<file path="config.mk">
export PLATFORM = sky130hd
export DESIGN_NAME = ofifo_drain
export DESIGN_NICKNAME = d
export VERILOG_FILES = /design/src/rtl/ofifo_drain.sv
export SDC_FILE = /design/constraint.sdc
export NUM_CORES = 1
export LEC_CHECK = 0
export ABC_CLOCK_PERIOD_IN_PS = 2400
export CAP_MARGIN = 30
export CELL_PAD_IN_SITES_DETAIL_PLACEMENT = 0
export CELL_PAD_IN_SITES_GLOBAL_PLACEMENT = 2
export CORE_MARGIN = 2
export CORE_UTILIZATION = 19
export CTS_BUF_LIST = sky130_fd_sc_hd__clkbuf_16
export CTS_CLUSTER_DIAMETER = 200
export DETAILED_ROUTE_END_ITERATION = 12
export PLACE_DENSITY_LB_ADDON = 0.05
export SYNTH_ARGS = -nofsm -noshare
export SYNTH_HDL_FRONTEND = slang
export SYNTH_SLANG_ARGS = --single-unit
</file>
<file path="constraint.sdc">
create_clock -name clk -period 2.4 [get_ports clk]
set_input_delay 0.48 -clock clk [delete_from_list [all_inputs] [get_ports clk]]
set_output_delay 0.48 -clock clk [all_outputs]
set_load 0.01 [all_outputs]
</file>
<file path="src/rtl/ofifo_drain.sv">
// Drains OFIFO psum rows into the psum SRAM at base_addr + k.
// Build option OFIFO_DRAIN_ACC_EN: read-modify-write, adding each row to SRAM.
module ofifo_drain #(
    parameter int col     = 8,
    parameter int psum_bw = 16,
    parameter int addr_bw = 11
) (
    input  logic                   clk,
    input  logic                   reset,
    input  logic                   start,
    input  logic [addr_bw-1:0]     base_addr,
    input  logic [addr_bw-1:0]     num_rows,
    input  logic                   ofifo_valid,
    input  logic [psum_bw*col-1:0] ofifo_data,
    output logic                   ofifo_rd,
    output logic                   mem_cen,
    output logic                   mem_wen,
    output logic [addr_bw-1:0]     mem_addr,
    output logic [psum_bw*col-1:0] mem_d,
    input  logic [psum_bw*col-1:0] mem_q,
    output logic                   busy,
    output logic                   done,
    output logic                   err
);

    localparam int DW = psum_bw * col;

`ifdef OFIFO_DRAIN_ACC_EN
    typedef enum logic [1:0] {IDLE, FETCH, ACCUM, FIN} state_t;
`else
    typedef enum logic [1:0] {IDLE, DRAIN, FIN} state_t;
`endif

    state_t             state, nxt_state;
    logic [addr_bw-1:0] base_q, nxt_base;
    logic [addr_bw-1:0] nrows_q, nxt_nrows;
    logic [addr_bw-1:0] issued_q, nxt_issued;
    logic               nxt_cen, nxt_wen;
    logic [addr_bw-1:0] nxt_addr;
    logic [DW-1:0]      nxt_d;
    logic               nxt_busy, nxt_done, nxt_err;

    logic [addr_bw-1:0] row_addr;
    logic [addr_bw-1:0] issued_inc;
    logic               last_pop;
    logic               empty;
    logic               pop_ok;

    assign row_addr   = base_q + issued_q;
    assign issued_inc = issued_q + addr_bw'(1);
    assign last_pop   = (issued_inc == nrows_q);
    assign empty      = (issued_q == nrows_q);
    assign pop_ok     = ofifo_valid && (issued_q < nrows_q);

`ifdef OFIFO_DRAIN_ACC_EN
    logic [DW-1:0] row_q, nxt_row;
    logic [DW-1:0] acc_sum;

    assign ofifo_rd = (state == FETCH) && pop_ok;

    // Lanes wrap independently; no carry crosses a lane boundary.
    always_comb begin
        acc_sum = '0;
        for (int i = 0; i < col; i++) begin
            acc_sum[i*psum_bw +: psum_bw] =
                mem_q[i*psum_bw +: psum_bw] + row_q[i*psum_bw +: psum_bw];
        end
    end
`else
    logic unused_q;
    assign unused_q = ^mem_q;
    assign ofifo_rd = (state == DRAIN) && pop_ok;
`endif

    always_comb begin
        nxt_state  = state;
        nxt_base   = base_q;
        nxt_nrows  = nrows_q;
        nxt_issued = issued_q;
        nxt_cen    = 1'b1;
        nxt_wen    = 1'b1;
        nxt_addr   = mem_addr;
        nxt_d      = mem_d;
        nxt_busy   = busy;
        nxt_done   = 1'b0;
        nxt_err    = err | (start & busy);
`ifdef OFIFO_DRAIN_ACC_EN
        nxt_row    = row_q;
`endif
        unique case (state)
            IDLE: begin
                if (start) begin
                    nxt_base   = base_addr;
                    nxt_nrows  = num_rows;
                    nxt_issued = '0;
                    nxt_busy   = 1'b1;
`ifdef OFIFO_DRAIN_ACC_EN
                    nxt_state  = FETCH;
`else
                    nxt_state  = DRAIN;
`endif
                end
            end
`ifdef OFIFO_DRAIN_ACC_EN
            FETCH: begin
                if (ofifo_rd) begin
                    nxt_cen    = 1'b0;
                    nxt_addr   = row_addr;
                    nxt_row    = ofifo_data;
                    nxt_issued = issued_inc;
                    nxt_state  = ACCUM;
                end else if (empty) begin
                    nxt_done  = 1'b1;
                    nxt_busy  = 1'b0;
                    nxt_state = IDLE;
                end
            end
            ACCUM: begin
                nxt_cen   = 1'b0;
                nxt_wen   = 1'b0;
                nxt_d     = acc_sum;
                nxt_state = empty ? FIN : FETCH;
            end
`else
            DRAIN: begin
                if (ofifo_rd) begin
                    nxt_cen    = 1'b0;
                    nxt_wen    = 1'b0;
                    nxt_addr   = row_addr;
                    nxt_d      = ofifo_data;
                    nxt_issued = issued_inc;
                    if (last_pop) nxt_state = FIN;
                end else if (empty) begin
                    nxt_done  = 1'b1;
                    nxt_busy  = 1'b0;
                    nxt_state = IDLE;
                end
            end
`endif
            FIN: begin
                nxt_done  = 1'b1;
                nxt_busy  = 1'b0;
                nxt_state = IDLE;
            end
            default: nxt_state = IDLE;
        endcase
    end

    always_ff @(posedge clk or negedge reset) begin
        if (!reset) begin
            state    <= IDLE;
            base_q   <= '0;
            nrows_q  <= '0;
            issued_q <= '0;
            mem_cen  <= 1'b1;
            mem_wen  <= 1'b1;
            mem_addr <= '0;
            mem_d    <= '0;
            busy     <= 1'b0;
            done     <= 1'b0;
            err      <= 1'b0;
`ifdef OFIFO_DRAIN_ACC_EN
            row_q    <= '0;
`endif
        end else begin
            state    <= nxt_state;
            base_q   <= nxt_base;
            nrows_q  <= nxt_nrows;
            issued_q <= nxt_issued;
            mem_cen  <= nxt_cen;
            mem_wen  <= nxt_wen;
            mem_addr <= nxt_addr;
            mem_d    <= nxt_d;
            busy     <= nxt_busy;
            done     <= nxt_done;
            err      <= nxt_err;
`ifdef OFIFO_DRAIN_ACC_EN
            row_q    <= nxt_row;
`endif
        end
    end

    // last_pop is only consulted by the plain-write FSM
`ifdef OFIFO_DRAIN_ACC_EN
    logic unused_last;
    assign unused_last = last_pop;
`endif

endmodule

</file>
==> qor.yml, run 1 <==
boundaryPins: 427
cpMaxStageDelayCell: "sky130_fd_sc_hd__dfrtp_1"
kind_of_end_point_of_the_critical_path: "primary output"
crit_arrival_ns: 2.13
cellPowerDensity_nw_per_um2: 1180
synth_edf_count: 0
timing.setup.critical_path_class: "register to primary output"
post_synth_instance_area_um2: 7950
row_count: 74
cp.depth: 8
fin_setup_tns_ns: -0.476
groute.usage.overall_pct: 14.1
first_global_vias: 7373
postLayoutCellArea_um2: 13200
globalplace.congestion: 0.715
report.final.setup_viol: 5
leakagePower_nw: 6.11
drt.antenna.violating_nets: 0
die_area_um2: 43500
numPlacedInstances: 1721
worst-endpoint-required_ns: 1.92
final_hold_viol_count: 0
r2r.worst_path.cells: 9
clock-root-buffer: "sky130_fd_sc_hd__clkbuf_16"
hold-path-cell-count: 2
clock_pin_slew_on_the_worst_setup_and_hold_paths_ns: 0.07
n_antenna_cell: 0
sequential_element_share_of_the_synthesized_area_pct: 56.0
mostFrequentLayoutCell: "sky130_fd_sc_hd__nand2_1"
final.setup.worst_slack_ns: -0.207
wire_length_of_the_first_global_routing_pass_um: 46200
detail_route.vias_per_cell: 3.97
drv_slew: 0
drc_violations: 0
fp.coreArea_um2: 41100
cp_num_buf_inv: 2
synth_cells: 864
totalWireLength_um: 31300
clock_sink_count: 178
async_flop_share_pct: 100
finalNonFillerCells: 1765
die_h_um: 209
violations: "negative setup slack"
io_buffers: 298
clock_insertion_delay_worst_skew_ns: 0.45
path_delay_family: "compound AO/OA/AOI/OAI gates"
initial_core_util_pct: 19.3
worst-slew-pin-transition_ns: 0.467
critPathMaxStageDelay_ns: 0.41
cts_buffer_depth: 2
crit_chain: "ha_1 > nor2b_4 > o211ai_1 > a211oi_2 > nor2_4 > nand2_4 > inv_4 > buf_6"
layout_common_cells: "sky130_fd_sc_hd__nand2_1 (414), sky130_fd_sc_hd__clkdlybuf4s50_1 (296), sky130_fd_sc_hd__dfrtp_1 (176)"
dpl_worst_slack_ns: -0.350
timing.fmax_mhz: 384
nets: 1529
placed_area_um2: 12000
fin_crit_sh_pct: 109
synthToLayoutAreaGrowth_pct: 65.9
worstPathMaxFanout: 2
yosys_warnings: 0
start_kind: "register"
status: "finished, violations left"
ys_ff_latch: 178
synthDistinctLibCells: 55
clock_period_minus_final_worst_setup_slack_ns: 2.61
place.detailed.hpwl_um: 20600
largest_net_degree_at_the_start_of_global_routing: 88
htreeDepth: 4
globalRoute.totalOverflow: 0
synth_area_per_cell_um2: 9.20
cts_made_buffers: 17
max-slew-margin-rel_pct: 68.7
timing.hold.worst.class: "register to register"
cap_violations: 0
first_iter_violations: 287
drt_pass1_iterations: 4
num_vias: 7009
avgRoutedWirePerCell_um: 17.7
clock-skew-final_ns: 0.0127
synth-main-ff-cell: "sky130_fd_sc_hd__dfrtp_1"
chipWidth_um: 209
tritoncts_clock_tree: "built"
ir_drop_mv: 0.387
unrepaired_setup_endpoints_after_global_routing: "yes"
drive_above_1_share_pct: 15.0
antenna_violations_before_repair: 1
syn_nets: 1173
p_total_mw: 15.6
[what timing repair did]
item | in CTS | in global routing
gates cloned | 1 | 5
gates resized for setup | 51 | 33
hold buffers | 1 | 0
buffers inserted | 8 | 1
hold endpoints to repair | 27 | 0
pin swaps | 21 | 21
setup endpoints to repair | 141 | 153
[metal layers]
metal	vias to the layer above	track usage, %	share of wire [%]
met3	14	6.51	8.5
li1	3501	-	-
met4	2	3.33	0.89
met5	-	0	0.042
met2	177	22.1	46
met1	3315	17.8	45
[where the power goes]
part	leakage, nW	internal, mW	total (mW)	switching (mW)
sequential	2.20	4.34	5.06	0.728
clock	0.309	1.76	3.10	1.34
combinational	3.59	3.88	7.45	3.57
total	6.11	9.97	15.6	5.64
[sequential cells by signal, indices dropped and copies added, names as in the netlist, 2 cells and up]
| register | cells |
|---|---|
| issued_q | 11 |
| base_q | 11 |
| state | 2 |
| mem_d | 128 |
| mem_addr | 11 |
| nrows_q | 11 |
[worst register-to-register path, delay by kind of cell, from the launching register on]
family / cells / cell delay (ns)
adders and majority gates: 1 / 0.17
AOI/OAI and AO/OA: 4 / 0.90
and+or+nand+nor: 2 / 0.69
buffers and inverters: 1 / 0.13
DFF: 1 / 0.41
xor gates and xnor gates: 1 / 0.18
[final timing paths]
kind,start,to,slack [ns]
max,issued_q[1],ofifo_rd,-0.21
min in group asynchronous,reset,nrows_q[2],0.52
min reg2reg,mem_d[53],mem_d[53],0.47
min,mem_d[53],mem_d[53],0.47
max reg2reg,issued_q[1],state[0],-0.17
max in group asynchronous,reset,mem_wen,1.17
[kinds of logic after synthesis]
family,Yosys count,synth area share (%)
AO/OA/AOI/OAI,84,7.19
flip-flops,178,56.0
buffers and inverters,63,3.27
multiplexers,24,3.37
XOR/XNOR,18,1.98
adder cells (fa/ha/maj),27,4.34
AND/OR/NAND/NOR,470,23.8
[stage by stage]
step / util [%] / hold WS [ns]
CTS: 31.5 / 0.477
global route: 32.1 / 0.490
detailed placement: 29.3 / 0.425
floorplan: - / 0.184
finish: 32.1 / 0.471
global placement: 29.3 / 0.423
[cell usage after synthesis, types with 4 or more instances]
cell type | instances | area share, %
sky130_fd_sc_hd__buf_2 | 13 | 0.82
sky130_fd_sc_hd__clkbuf_1 | 25 | 1.2
sky130_fd_sc_hd__nor2b_1 | 6 | 0.47
sky130_fd_sc_hd__o31ai_1 | 4 | 0.38
sky130_fd_sc_hd__ha_1 | 26 | 4.1
sky130_fd_sc_hd__xnor2_1 | 9 | 0.99
sky130_fd_sc_hd__inv_1 | 20 | 0.94
sky130_fd_sc_hd__nor3_1 | 5 | 0.31
sky130_fd_sc_hd__nor2_1 | 8 | 0.38
sky130_fd_sc_hd__or4_1 | 5 | 0.47
sky130_fd_sc_hd__dfrtp_1 | 177 | 56
sky130_fd_sc_hd__nand2_1 | 416 | 20
sky130_fd_sc_hd__mux2_2 | 22 | 3.1
sky130_fd_sc_hd__a21o_1 | 7 | 0.66
sky130_fd_sc_hd__nand3_1 | 8 | 0.50
sky130_fd_sc_hd__xor2_1 | 9 | 0.99
sky130_fd_sc_hd__a21oi_1 | 11 | 0.69
sky130_fd_sc_hd__a22o_1 | 5 | 0.55
sky130_fd_sc_hd__o21ai_0 | 29 | 1.8
[final cells by class]
class | count | area [um^2]
fill | 4352 | 27900
sequential | 178 | 4460
timing repair buffer | 379 | 3850
multi-input combinational | 623 | 3500
tap | 532 | 666
clock buffer | 17 | 425
clock inverter | 15 | 206
inverter | 21 | 81.3
(Power assumes the default switching activity.)
==> run 2: changes to the inputs <==
--- a/config.mk
+++ b/config.mk
@@ -10,8 +10,8 @@
 export CELL_PAD_IN_SITES_DETAIL_PLACEMENT = 0
 export CELL_PAD_IN_SITES_GLOBAL_PLACEMENT = 2
 export CORE_MARGIN = 2
-export CORE_UTILIZATION = 19
-export CTS_BUF_LIST = sky130_fd_sc_hd__clkbuf_16
+export CORE_UTILIZATION = 20
+export CTS_BUF_LIST = sky130_fd_sc_hd__clkbuf_8
 export CTS_CLUSTER_DIAMETER = 200
 export DETAILED_ROUTE_END_ITERATION = 12
 export PLACE_DENSITY_LB_ADDON = 0.05
==> run 2 against run 1 <==
The flow still finishes with violations (negative setup slack). Combinational power grew 0.7%. Non-clock buffer count grew 3. Worst setup slack gained 0.015 ns. Cell count shrank 0.23%. Flip-flop and latch count is the same. Worst hold slack gained 0.0060 ns. Via count grew 0.37%. Clock power shrank 26%. First-iteration DRC count shrank 16%. Core utilization grew 0.73 points. Cell area shrank 1.8%. Clock skew grew 0.0015 ns. Critical endpoint unchanged. Largest cell class unchanged.
==> qor.yml, run 2 (same netlist as run 1, synthesis figures left out) <==
drv_slew: 0  # unchanged
max-slew-margin-rel_pct: 70.9  # +2.2 points
p_total_mw: 14.8  # -5.0%
worst-endpoint-required_ns: 1.92  # about the same
clock-root-buffer: "sky130_fd_sc_hd__clkbuf_8"
tritoncts_clock_tree: "built"
row_count: 73  # -1.4%
whs_ns: 0.477  # +0.00600 ns
unrepaired_setup_endpoints_after_global_routing: "yes"
nets: 1532  # +0.20%
clock_pin_slew_on_the_worst_setup_and_hold_paths_ns: 0.10  # +0.03 ns
violations: "negative setup slack"
leakagePower_nw: 6.02  # -1.5%
chipWidth_um: 203  # -2.5%
status: "finished, violations left"
wire_length_of_the_first_global_routing_pass_um: 45600  # -1.3%
final.setup.worst_slack_ns: -0.192  # +0.0150 ns
timing.hold.worst.class: "input pin to async pin"
start_kind: "register"
final_hold_viol_count: 0  # unchanged
totalWireLength_um: 31500  # +0.73%
antenna_violations_before_repair: 2  # +1
worstPathMaxFanout: 2  # unchanged
crit-reg2reg-launch: "issued_q[1]"
first_iter_violations: 242  # -16%
initial_core_util_pct: 20.1  # +0.81 points
cap_violations: 0  # unchanged
synthToLayoutAreaGrowth_pct: 62.9
clock_period_minus_final_worst_setup_slack_ns: 2.59  # -0.0150 ns
place.detailed.hpwl_um: 20700  # +0.54%
largest-register: "mem_d"
drc_violations: 0  # unchanged
cellPowerDensity_nw_per_um2: 1150  # -3.2%
crit_arrival_ns: 2.11  # -0.02 ns
dpl_worst_slack_ns: -0.330  # +0.0197 ns
cts_made_buffers: 17  # unchanged
num_vias: 7035  # +0.37%
die_h_um: 203  # -2.5%
worst-slew-pin-transition_ns: 0.435  # -0.0314 ns
ir_drop_mv: 0.390  # +0.96%
boundaryPins: 427  # unchanged
first_global_vias: 7221  # -2.1%
largest_reg_flops: 128  # unchanged
avgRoutedWirePerCell_um: 17.9  # +0.95%
fp.coreArea_um2: 39500  # -4.0%
globalRoute.totalOverflow: 0  # unchanged
io_buffers: 298  # unchanged
groute.usage.overall_pct: 14.8  # +0.66 points
drt_pass1_iterations: 4  # unchanged
final_core_utilization_pct: 32.8  # +0.73 points
htreeDepth: 4  # unchanged
report.final.setup_viol: 4  # -1
critPathLaunch: "issued_q[1]"
drt.antenna.violating_nets: 0  # unchanged
detail_route.vias_per_cell: 3.99  # +0.60%
fin_crit_sh_pct: 108  # -0.62 points
largest_net_degree_at_the_start_of_global_routing: 55  # -38%
mostFrequentLayoutCell: "sky130_fd_sc_hd__nand2_1"
layout_common_cells: "sky130_fd_sc_hd__nand2_1 (415), sky130_fd_sc_hd__clkdlybuf4s50_1 (296), sky130_fd_sc_hd__dfrtp_1 (176)"
kind_of_end_point_of_the_critical_path: "primary output"
globalplace.congestion: 0.712  # -0.36%
fin_setup_tns_ns: -0.505  # -0.0288 ns
clock_insertion_delay_worst_skew_ns: 0.49  # +0.04 ns
drive_above_1_share_pct: 14.4  # -0.59 points
die_area_um2: 41400  # -4.9%
timing.fmax_mhz: 386  # +0.58%
clock_sink_count: 178  # unchanged
timing.setup.critical_path_class: "register to primary output"
cts_buffer_depth: 2  # unchanged
clock-skew-final_ns: 0.0142  # +0.00151 ns
[run 2: cell types whose count changed in the layout (fill, tap and decap cells not counted), moves of 2 or more]
cell	previous run	this run
sky130_fd_sc_hd__o31ai_2	2	0
sky130_fd_sc_hd__buf_4	58	63
sky130_fd_sc_hd__o21ai_2	5	2
sky130_fd_sc_hd__o31ai_1	2	4
sky130_fd_sc_hd__clkbuf_16	22	5
sky130_fd_sc_hd__clkinv_4	4	0
sky130_fd_sc_hd__inv_1	18	21
sky130_fd_sc_hd__o21ai_0	16	18
sky130_fd_sc_hd__clkbuf_8	1	20
sky130_fd_sc_hd__buf_6	10	7
[run 2: area by class of cell]
type / instances / area [um^2]
Sequential cell: 178 / 4460
Clock inverter: 12 / 140
Fill cell: 4153 / 26500
Tap cell: 525 / 657
Timing Repair Buffer: 382 / 3880
Clock buffer: 19 / 262
Antenna cell: 1 / 2.50
Multi-Input combinational cell: 623 / 3470
Inverter: 21 / 81.3
[run 2: where the power goes]
part | internal (mW) | leakage, nW | switching (mW)
combinational | 3.92 | 3.60 | 3.58
clock | 1.07 | 0.212 | 1.21
sequential | 4.33 | 2.20 | 0.735
total | 9.32 | 6.02 | 5.52
[run 2: per-layer routing]
layer | GRT usage (%) | routed length, um
met1 | 18.6 | 14100
met2 | 23.9 | 14900
met3 | 5.70 | 2120
met4 | 3.55 | 330
met5 | 0 | 13
[run 2: path summary, 6_finish.rpt]
kind                               endpoint  cells after the start  slack, ns
worst max-delay path               ofifo_rd                      9      -0.19
min in group clk                  mem_d[49]                      2       0.48
worst min register to register    mem_d[49]                      2       0.48
worst min-delay path            issued_q[1]                      2       0.48
max in group asynchronous          mem_d[3]                      3       1.26
worst max register to register     state[0]                     11      -0.19
[run 2: timing repair]
item                                   4_1_cts  5_1_grt
hold buffers                                 1        0
resized for setup                           42       27
cloned                                       2        5
pin swaps                                   23       30
setup endpoints to repair                  125      131
endpoints found under the hold margin       34        0
setup buffers                                4        6
[run 2: worst max-delay path, stage by stage, from the launching register on]
cell and delay (ns):
sky130_fd_sc_hd__dfrtp_1 0.44, sky130_fd_sc_hd__ha_4 0.23, sky130_fd_sc_hd__nor2b_4 0.12, sky130_fd_sc_hd__o211ai_1 0.17
sky130_fd_sc_hd__a211oi_1 0.10, sky130_fd_sc_hd__buf_4 0.16, sky130_fd_sc_hd__nor2_4 0.16, sky130_fd_sc_hd__nand2_4 0.08
sky130_fd_sc_hd__inv_4 0.06, sky130_fd_sc_hd__buf_6 0.10
[run 2: stage by stage]
stage | std cells | cell area, um^2
after global routing | 1761 | 12900
after CTS | 1751 | 12700
final | 1761 | 12900
after global placement | 1714 | 12000
after floorplan | 864 | 7960
after detailed placement | 1714 | 12000
